<file path="config.mk">
export PLATFORM = sky130hd
export DESIGN_NAME = picoblaze_int_ctrl_flat
export DESIGN_NICKNAME = d
export VERILOG_FILES = /design/src/rtl/picoblaze_int_ctrl_pkg.sv /design/src/rtl/picoblaze_int_ctrl_if.sv /design/src/rtl/picoblaze_prio_enc.sv /design/src/rtl/picoblaze_int_ctrl.sv /design/src/flat_wrapper.sv
export SDC_FILE = /design/constraint.sdc
export NUM_CORES = 1
export LEC_CHECK = 0
export CAP_MARGIN = 40
export CORE_MARGIN = 4
export CORE_UTILIZATION = 35
export DETAILED_ROUTE_END_ITERATION = 8
export GPL_TIMING_DRIVEN = 0
export HOLD_SLACK_MARGIN = 0.15
export PLACE_DENSITY = 0.62
export RECOVER_POWER = 50
export SLEW_MARGIN = 20
export SYNTH_ARGS = -nofsm -noshare
export SYNTH_HDL_FRONTEND = slang
export SYNTH_HIERARCHICAL = 1
export SYNTH_SLANG_ARGS = --single-unit
</file>
<file path="constraint.sdc">
create_clock -name clk -period 2 [get_ports clk]
set_input_delay 0.3 -clock clk [delete_from_list [all_inputs] [get_ports clk]]
set_output_delay 0.3 -clock clk [all_outputs]
set_load 0.05 [all_outputs]
</file>
<file path="src/rtl/picoblaze_int_ctrl_pkg.sv">
// Shared definitions for the PicoBlaze interrupt controller.
//   state_t            : controller FSM state encoding
//   DEF_*_PORT_ID      : default I/O port addresses of the register map
package picoblaze_int_ctrl_pkg;

  typedef enum logic [1:0] {
    ST_IDLE    = 2'd0,
    ST_ASSERT  = 2'd1,
    ST_SERVICE = 2'd2
  } state_t;

  localparam logic [7:0] DEF_MASK_PORT_ID   = 8'h10;
  localparam logic [7:0] DEF_CLEAR_PORT_ID  = 8'h11;
  localparam logic [7:0] DEF_STATUS_PORT_ID = 8'h12;
  localparam logic [7:0] DEF_VECTOR_PORT_ID = 8'h13;

endpackage

</file>
<file path="src/rtl/picoblaze_int_ctrl_if.sv">
// PicoBlaze I/O and interrupt bus as seen by a peripheral.
//   port_id/write_strobe/out_port : processor port writes and read address
//   in_port_data                  : registered read data back to the processor
//   interrupt/interrupt_ack       : interrupt request and its acknowledge pulse
// master = processor side, slave = peripheral side.
interface picoblaze_int_ctrl_if;
  logic [7:0] port_id;
  logic       write_strobe;
  logic [7:0] out_port;
  logic [7:0] in_port_data;
  logic       interrupt;
  logic       interrupt_ack;

  modport master (
    output port_id, write_strobe, out_port, interrupt_ack,
    input  in_port_data, interrupt
  );

  modport slave (
    input  port_id, write_strobe, out_port, interrupt_ack,
    output in_port_data, interrupt
  );
endinterface

</file>
<file path="src/rtl/picoblaze_prio_enc.sv">
// Fixed-priority encoder: lowest set bit of req wins.
//   req   : 8 request bits
//   valid : any bit of req set
//   idx   : index of the lowest set bit (0 when valid is low)
module picoblaze_prio_enc (
  input  logic [7:0] req,
  output logic       valid,
  output logic [2:0] idx
);

  always_comb begin
    valid = 1'b0;
    idx   = '0;
    for (int unsigned i = 0; i < 8; i++) begin
      if (req[i] && !valid) begin
        valid = 1'b1;
        idx   = i[2:0];
      end
    end
  end

endmodule

</file>
<file path="src/rtl/picoblaze_int_ctrl.sv">
// Eight-source edge-triggered interrupt controller for a PicoBlaze core.
//   clk, reset_n : clock, asynchronous active-low reset
//   irq_src      : interrupt sources, a rising edge latches a pending bit
//   bus          : PicoBlaze port/interrupt bus (slave side)
// Register map: MASK (r/w enable mask), CLEAR (write-1-to-clear pending),
// STATUS (read pending), VECTOR (read {busy, 4'b0, vec}).
module picoblaze_int_ctrl
  import picoblaze_int_ctrl_pkg::*;
#(
  parameter logic [7:0] MASK_PORT_ID   = DEF_MASK_PORT_ID,
  parameter logic [7:0] CLEAR_PORT_ID  = DEF_CLEAR_PORT_ID,
  parameter logic [7:0] STATUS_PORT_ID = DEF_STATUS_PORT_ID,
  parameter logic [7:0] VECTOR_PORT_ID = DEF_VECTOR_PORT_ID
) (
  input  logic                       clk,
  input  logic                       reset_n,
  input  logic [7:0]                 irq_src,
  picoblaze_int_ctrl_if.slave        bus
);

  state_t     state;
  logic [7:0] src_d;
  logic [7:0] irq_edge;
  logic [7:0] pending;
  logic [7:0] mask;
  logic [7:0] active;
  logic [2:0] vec;
  logic       mask_wr;
  logic       clear_wr;
  logic       enc_valid;
  logic [2:0] enc_idx;

  always_comb begin
    irq_edge = irq_src & ~src_d;
    active   = pending & mask;
    mask_wr  = bus.write_strobe && (bus.port_id == MASK_PORT_ID);
    clear_wr = bus.write_strobe && (bus.port_id == CLEAR_PORT_ID);
  end

  picoblaze_prio_enc u_prio_enc (
    .req   (active),
    .valid (enc_valid),
    .idx   (enc_idx)
  );

  // src_d resets high so a source already asserted at reset release
  // does not look like a new edge.
  always_ff @(posedge clk or negedge reset_n) begin
    if (!reset_n) begin
      src_d   <= '1;
      pending <= '0;
      mask    <= '0;
    end else begin
      src_d <= irq_src;
      // OR-ing the edge in after the clear lets a new edge win over a clear.
      if (clear_wr) pending <= (pending & ~bus.out_port) | irq_edge;
      else          pending <= pending | irq_edge;
      if (mask_wr)  mask <= bus.out_port;
    end
  end

  always_ff @(posedge clk or negedge reset_n) begin
    if (!reset_n) begin
      state         <= ST_IDLE;
      vec           <= '0;
      bus.interrupt <= 1'b0;
    end else begin
      case (state)
        ST_IDLE: begin
          bus.interrupt <= 1'b0;
          if (enc_valid) begin
            vec           <= enc_idx;
            state         <= ST_ASSERT;
            bus.interrupt <= 1'b1;
          end
        end
        ST_ASSERT: begin
          // Held regardless of mask/clear changes until acknowledged.
          if (bus.interrupt_ack) begin
            state         <= ST_SERVICE;
            bus.interrupt <= 1'b0;
          end
        end
        ST_SERVICE: begin
          bus.interrupt <= 1'b0;
          if (!active[vec]) state <= ST_IDLE;
        end
        default: begin
          state         <= ST_IDLE;
          bus.interrupt <= 1'b0;
        end
      endcase
    end
  end

  always_ff @(posedge clk or negedge reset_n) begin
    if (!reset_n) begin
      bus.in_port_data <= '0;
    end else begin
      case (bus.port_id)
        MASK_PORT_ID:   bus.in_port_data <= mask;
        STATUS_PORT_ID: bus.in_port_data <= pending;
        VECTOR_PORT_ID: bus.in_port_data <= {(state != ST_IDLE), 4'b0000, vec};
        default:        bus.in_port_data <= '0;
      endcase
    end
  end

endmodule

</file>
<file path="src/flat_wrapper.sv">
// flat-port wrapper written by rule: the top's interface ports become plain ports
module picoblaze_int_ctrl_flat import picoblaze_int_ctrl_pkg::*;
#(
  parameter logic [7:0] MASK_PORT_ID   = DEF_MASK_PORT_ID,
  parameter logic [7:0] CLEAR_PORT_ID  = DEF_CLEAR_PORT_ID,
  parameter logic [7:0] STATUS_PORT_ID = DEF_STATUS_PORT_ID,
  parameter logic [7:0] VECTOR_PORT_ID = DEF_VECTOR_PORT_ID
)
  (clk, reset_n, irq_src, bus_port_id, bus_write_strobe, bus_out_port, bus_interrupt_ack, bus_in_port_data, bus_interrupt);
  picoblaze_int_ctrl_if bus_i ();
  input  logic clk;
  input  logic reset_n;
  input  logic [7:0] irq_src;
  input wire logic [$bits(bus_i.port_id)-1:0] bus_port_id;
  input wire logic [$bits(bus_i.write_strobe)-1:0] bus_write_strobe;
  input wire logic [$bits(bus_i.out_port)-1:0] bus_out_port;
  input wire logic [$bits(bus_i.interrupt_ack)-1:0] bus_interrupt_ack;
  output wire logic [$bits(bus_i.in_port_data)-1:0] bus_in_port_data;
  output wire logic [$bits(bus_i.interrupt)-1:0] bus_interrupt;
  assign bus_i.port_id = bus_port_id;
  assign bus_i.write_strobe = bus_write_strobe;
  assign bus_i.out_port = bus_out_port;
  assign bus_i.interrupt_ack = bus_interrupt_ack;
  assign bus_in_port_data = bus_i.in_port_data;
  assign bus_interrupt = bus_i.interrupt;
  picoblaze_int_ctrl #(.MASK_PORT_ID(MASK_PORT_ID), .CLEAR_PORT_ID(CLEAR_PORT_ID), .STATUS_PORT_ID(STATUS_PORT_ID), .VECTOR_PORT_ID(VECTOR_PORT_ID)) u_core (.clk(clk), .reset_n(reset_n), .irq_src(irq_src), .bus(bus_i));
endmodule
</file>
Word level (Yosys, flattened, before mapping)
Cells that the tools add are included.
{"block": "classes", "n_lt_le_gt_ge": 1, "eq_ne": 9, "mux": 26, "n_bitwise": 7, "reduce_logical": 20}
{"cell": "$eq 8x5->1 const B", "count": 4}
{"cell": "$and 8x8->8", "count": 3}
{"cell": "$pmux 8 s3", "count": 1}
{"cell": "$mux 3", "count": 6}
{"cell": "$not 8->8", "count": 2}
{"cell": "$or 8x8->8", "count": 2}
{"cell": "$mux 1", "count": 12}
{"cell": "$logic_and 1x1->1", "count": 9}
{"cell": "$mux 8", "count": 1}
{"cell": "$logic_not 1->1", "count": 7}
{"cell": "$mux 2", "count": 3}
{"cell": "$pmux 2 s3", "count": 1}
{"cell": "$lt 3x4->1 const B", "count": 1}
{"cell": "$ne 2x2->1 const B", "count": 2}
{"cell": "$bmux 1 s3", "count": 1}
{"cell": "$reduce_and 3->1", "count": 1}
{"cell": "$eq 2x1->1 const B", "count": 1}
{"cell": "$eq 2x2->1 const B", "count": 1}
{"cell": "$logic_not 2->1", "count": 1}
{"cell": "$ne 2x1->1 const B", "count": 1}
{"cell": "$pmux 1 s2", "count": 1}
{"cell": "$reduce_and 2->1", "count": 1}
{"cell": "$reduce_bool 2->1", "count": 1}
{"block": "totals", "ff_bits": 38, "in_bits": 28, "wordCells": 70}

Longest topological paths before layout
{"block": "logic_depth", "depth_word": 25, "depth_mapped": 6}

Modules after synthesis
Netlist, hierarchy kept.
{"mod": "picoblaze_int_ctrl", "n_inst": 1, "cells_per_inst": 129, "area_each_um2": 1616.6}
{"mod": "picoblaze_prio_enc", "n_inst": 1, "cells_per_inst": 14, "area_each_um2": 83.8}

Worst setup path after synthesis
Ideal clock, no wire load.
{"block": "synth_path", "path_kind": "flip-flop to flip-flop", "startpoint": "reg u_core.mask[4]", "endpoint": "reg u_core.vec[0]", "setup_time_ns": 0.125, "arrival_time_ns": 1.347, "required_ns": 1.875, "slack_ns": 0.528, "stages_incl_launch_ff": 7, "n_path_buf": 0, "period_less_slack_ns": 1.472, "path_cell_list": "dfrtp_1 > and2_1 > nor4_2 > nand3_1 > nand2_1 > nor2_1 > mux2_2"}
{"block": "synth_between", "elab_chain_cells": 13}
{"item": "from (decl)", "line": "picoblaze_int_ctrl.sv:25", "source": "logic [7:0] mask;"}
{"item": "from (signal assigned)", "line": "picoblaze_int_ctrl.sv:58", "source": "if (mask_wr) mask <= bus.out_port;"}
{"item": "$and 8x8->8 (*)", "line": "picoblaze_int_ctrl.sv:35", "source": "active = pending & mask;"}
{"item": "net u_core.active[4]", "line": "picoblaze_int_ctrl.sv:26", "source": "logic [7:0] active;"}
{"item": "$logic_and 1x1->1 (*)", "line": "picoblaze_prio_enc.sv:15", "source": "if (req[i] && !valid) begin"}
{"item": "$mux 1 (*)", "line": "picoblaze_prio_enc.sv:15"}
{"item": "$logic_not 1->1", "line": "picoblaze_prio_enc.sv:15"}
{"item": "$logic_and 1x1->1", "line": "picoblaze_prio_enc.sv:15"}
{"item": "$mux 1 (*)", "line": "picoblaze_prio_enc.sv:15"}
{"item": "$logic_not 1->1", "line": "picoblaze_prio_enc.sv:15"}
{"item": "$logic_and 1x1->1", "line": "picoblaze_prio_enc.sv:15"}
{"item": "$mux 1 (*)", "line": "picoblaze_prio_enc.sv:15"}
{"item": "$logic_not 1->1", "line": "picoblaze_prio_enc.sv:15"}
{"item": "$logic_and 1x1->1", "line": "picoblaze_prio_enc.sv:15"}
{"item": "$mux 1 (*)", "line": "picoblaze_prio_enc.sv:15"}
{"item": "net u_core.enc_valid", "line": "picoblaze_int_ctrl.sv:30", "source": "logic enc_valid;"}
{"item": "$reduce_and 2->1 (no source line) (*)"}
{"item": "to (signal assigned)", "line": "picoblaze_int_ctrl.sv:72", "source": "vec <= enc_idx;"}
{"item": "to (decl)", "line": "picoblaze_int_ctrl.sv:27", "source": "logic [2:0] vec;"}
Mark *: on every way through the listed nets, which the timed path passes. The rest lies on a longest branch.
A chain may end at the register's enable or synchronous reset.

Worst setup path after layout
{"block": "layout_path", "startpoint": "in bus_port_id[0]", "endpoint": "reg u_core.mask[1]"}
{"block": "layout_between", "elab_chain_cells": 2}
{"item": "from (decl)", "line": "flat_wrapper.sv:14", "source": "input wire logic [$bits(bus_i.port_id)-1:0] bus_port_id;"}
{"item": "$eq 8x5->1", "line": "picoblaze_int_ctrl.sv:36", "source": "mask_wr = bus.write_strobe && (bus.port_id == MASK_PORT_ID);"}
{"item": "$logic_and 1x1->1", "line": "picoblaze_int_ctrl.sv:36"}
No other way between the ends.

==> out/results.ini <==
[final_layout]
antenna_cells = 0
num-fill-cells = 434
nets = 215
syn_to_final_growth_pct = 34.44
drive_gt1_frac = 0.2128
mostFrequentLayoutCell = dfrtp_1
layout_common_cells = dfrtp_1 (30), clkdlybuf4s50_1 (26), mux2_2 (15)

[sta]
skew_ns = 0.008990
min_period_over_period = 0.8950
tns_ns = 0
relSlewSlack = 0.5620
hold_violations = 0
period_minus_slack_ns = 1.790
grt_setup_unrepaired = false
slew_viol_final = 0
fmax_mhz = 558.7
finalSetupViolations = 0
worstMarginPinSlew_ns = 0.6570

[global_routing]
grt_max_degree = 27
antenna_found_initial = 0
grt_pass1_wl_um = 6334
grt_usage = 0.1353
gr-total-overflow = 0
grt_pass1_vias = 1277

[synth]
syn_avg_cell_area_um2 = 11.89
ys_warn_count = 6
synth-seq-area-share = 0.5651
netlist_area_um2 = 1700
synthFlopType = dfrtp_1
synth_cells = 143
ys_ff_latch = 38
synthesis.nets = 171
async_reset_ff_frac = 1.000
synth.distinct_cells = 33
synth_edf_count = 0

[placed_design]
place_congestion = 0.8396
hpwl_um = 2746
port_buffers = 35

[setup_path]
path_cells = clkdlybuf4s50_1 > buf_2 > nor2_2 > nand4_2 > mux2_2
required_ns = 2.17
path_buf_inv = 2
cp.arrival_ns = 1.96
crit_type = input pin to flip-flop
cp-start-kind = input pin
endpoint_kind = flip-flop
critPathMaxFanout = 10
cp-startpoint = bus_port_id[0]
path_delay_family = simple AND/OR/NAND/NOR gates
worst_path_max_delay_cell = clkdlybuf4s50_1
r2r-start = u_core/mask[4]
slowest_delay_ns = 0.41

[cts]
post_cts_resized = 0
tritoncts = built
clk_latency_ns = 0.29
cts_buffers = 5
cts-root-buf = clkbuf_8
ctsLongestPathBuffers = 2
clkTransAtPathRegs_ns = 0.07
cts.htree.levels = 2
clock-sinks = 38

[drt]
drt-pass1-iter-count = 4
wl_um = 3758
drt_iter0_drc = 126
drc = 0
wl_per_cell_um = 14.74
via_per_inst = 4.937
drtAntennaViolNets = 0
vias = 1259

[power_and_ir_drop]
total_leakage_power_nw = 1.015
p_per_area_nw_per_um2 = 909.8
ir_worst_vdd_uv = 362.5
power_mw = 2.080

[floorplan]
dieHeight_um = 77.70
start_util = 0.3600
dieArea_um2 = 6037
fp.dieW_um = 77.70
core_area_um2 = 4723
io_pins = 37
fp-row-count = 25

[hold_path]
min_path_type = input pin to flip-flop
hold_start = bus_port_id[1]

[outcome]
status = complete, no violations

[job]
cap_violations = 0

## cells by family after synthesis
logic type,synth area share
buffers and inverters,0.03826
and+or+nand+nor,0.1589
muxes,0.1361
DFF,0.5651
AOI/OAI and AO/OA,0.1016
## power breakdown
part           leakage, nW  switching, mW  internal, mW
logic                0.488          0.168         0.186
clock network       0.0714          0.267         0.532
registers            0.456         0.0811         0.845
## per-layer routing
layer | vias up | track usage | wire length (um)
met4 | 0 | 0.04270 | 51
met3 | 4 | 0.03712 | 197
met2 | 47 | 0.2209 | 1909
met5 | - | 0 | 0
li1 | 595 | - | -
met1 | 613 | 0.1738 | 1599
## final cells by class
type	instances	area [um^2]	share of cell area
Multi-Input combinational cell	91	674.4	0.2950
Buffer	3	23.77	0.01040
Clock inverter	2	60.06	0.02627
Sequential cell	38	960.9	0.4204
Inverter	11	41.29	0.01806
Timing Repair Buffer	37	359.1	0.1571
Tap cell	67	83.83	0.03667
Clock buffer	6	82.58	0.03612
## final timing paths
kind | end | slack, ns | cells after the start
setup reg to reg | u_core/vec[1] | 0.32 | 6
min in group asynchronous | u_core/state[0] | 0.55 | 2
hold / removal | u_core/bus.in_port_data[0] | 0.37 | 3
hold reg to reg | u_core/bus.interrupt | 0.52 | 1
setup / recovery | u_core/mask[1] | 0.21 | 5
max in group asynchronous | u_core/bus.in_port_data[1] | 0.39 | 3
## Yosys cell counts, types with 2 or more instances
library cell | number | area (um^2)
nor2_1 | 11 | 41.29
inv_1 | 11 | 41.29
dfstp_2 | 8 | 210.2
mux2_2 | 15 | 168.9
nor3_1 | 4 | 20.02
a21oi_1 | 6 | 30.03
dfrtp_1 | 30 | 750.7
nand3_1 | 2 | 10.01
a22o_1 | 8 | 70.07
a22oi_1 | 4 | 30.03
and2_1 | 8 | 50.05
nand2_1 | 11 | 41.29
nand3b_1 | 2 | 15.01
mux2i_1 | 4 | 40.04
## tightest hold or removal path, stage by stage
cell,delay [ns]
buf_6,0.14
a22oi_1,0.08
nor2_1,0.09
## stage by stage
| stage | cells | utilization | area (um^2) | worst slack [ns] | hold slack (ns) |
|---|---|---|---|---|---|
| floorplan | 143 | - | 1700 | 0.5282 | 0.004409 |
| global placement | 245 | 0.4519 | 2135 | -0.1817 | 0.4924 |
| detailed placement | 246 | 0.4551 | 2150 | -0.1240 | 0.2089 |
| CTS | 255 | 0.4874 | 2302 | 0.1806 | 0.3648 |
| global route | 255 | 0.4840 | 2286 | 0.08153 | 0.3809 |
| finish | 255 | 0.4840 | 2286 | 0.2100 | 0.3714 |
## flip-flops by register name (all words and copies together), names as in the netlist
| signal | cells |
|---|---|
| u_core/state | 2 |
| u_core/vec | 3 |
| u_core/bus.interrupt | 1 |
| u_core/bus.in_port_data | 8 |
| u_core/pending | 8 |
| u_core/mask | 8 |
| u_core/src_d | 8 |
## timing repair
item	4_1_cts	5_1_grt
endpoints found under the hold margin	10	0
hold buffers	1	0
setup buffers	0	0
Power figures use the tool's default switching activity.
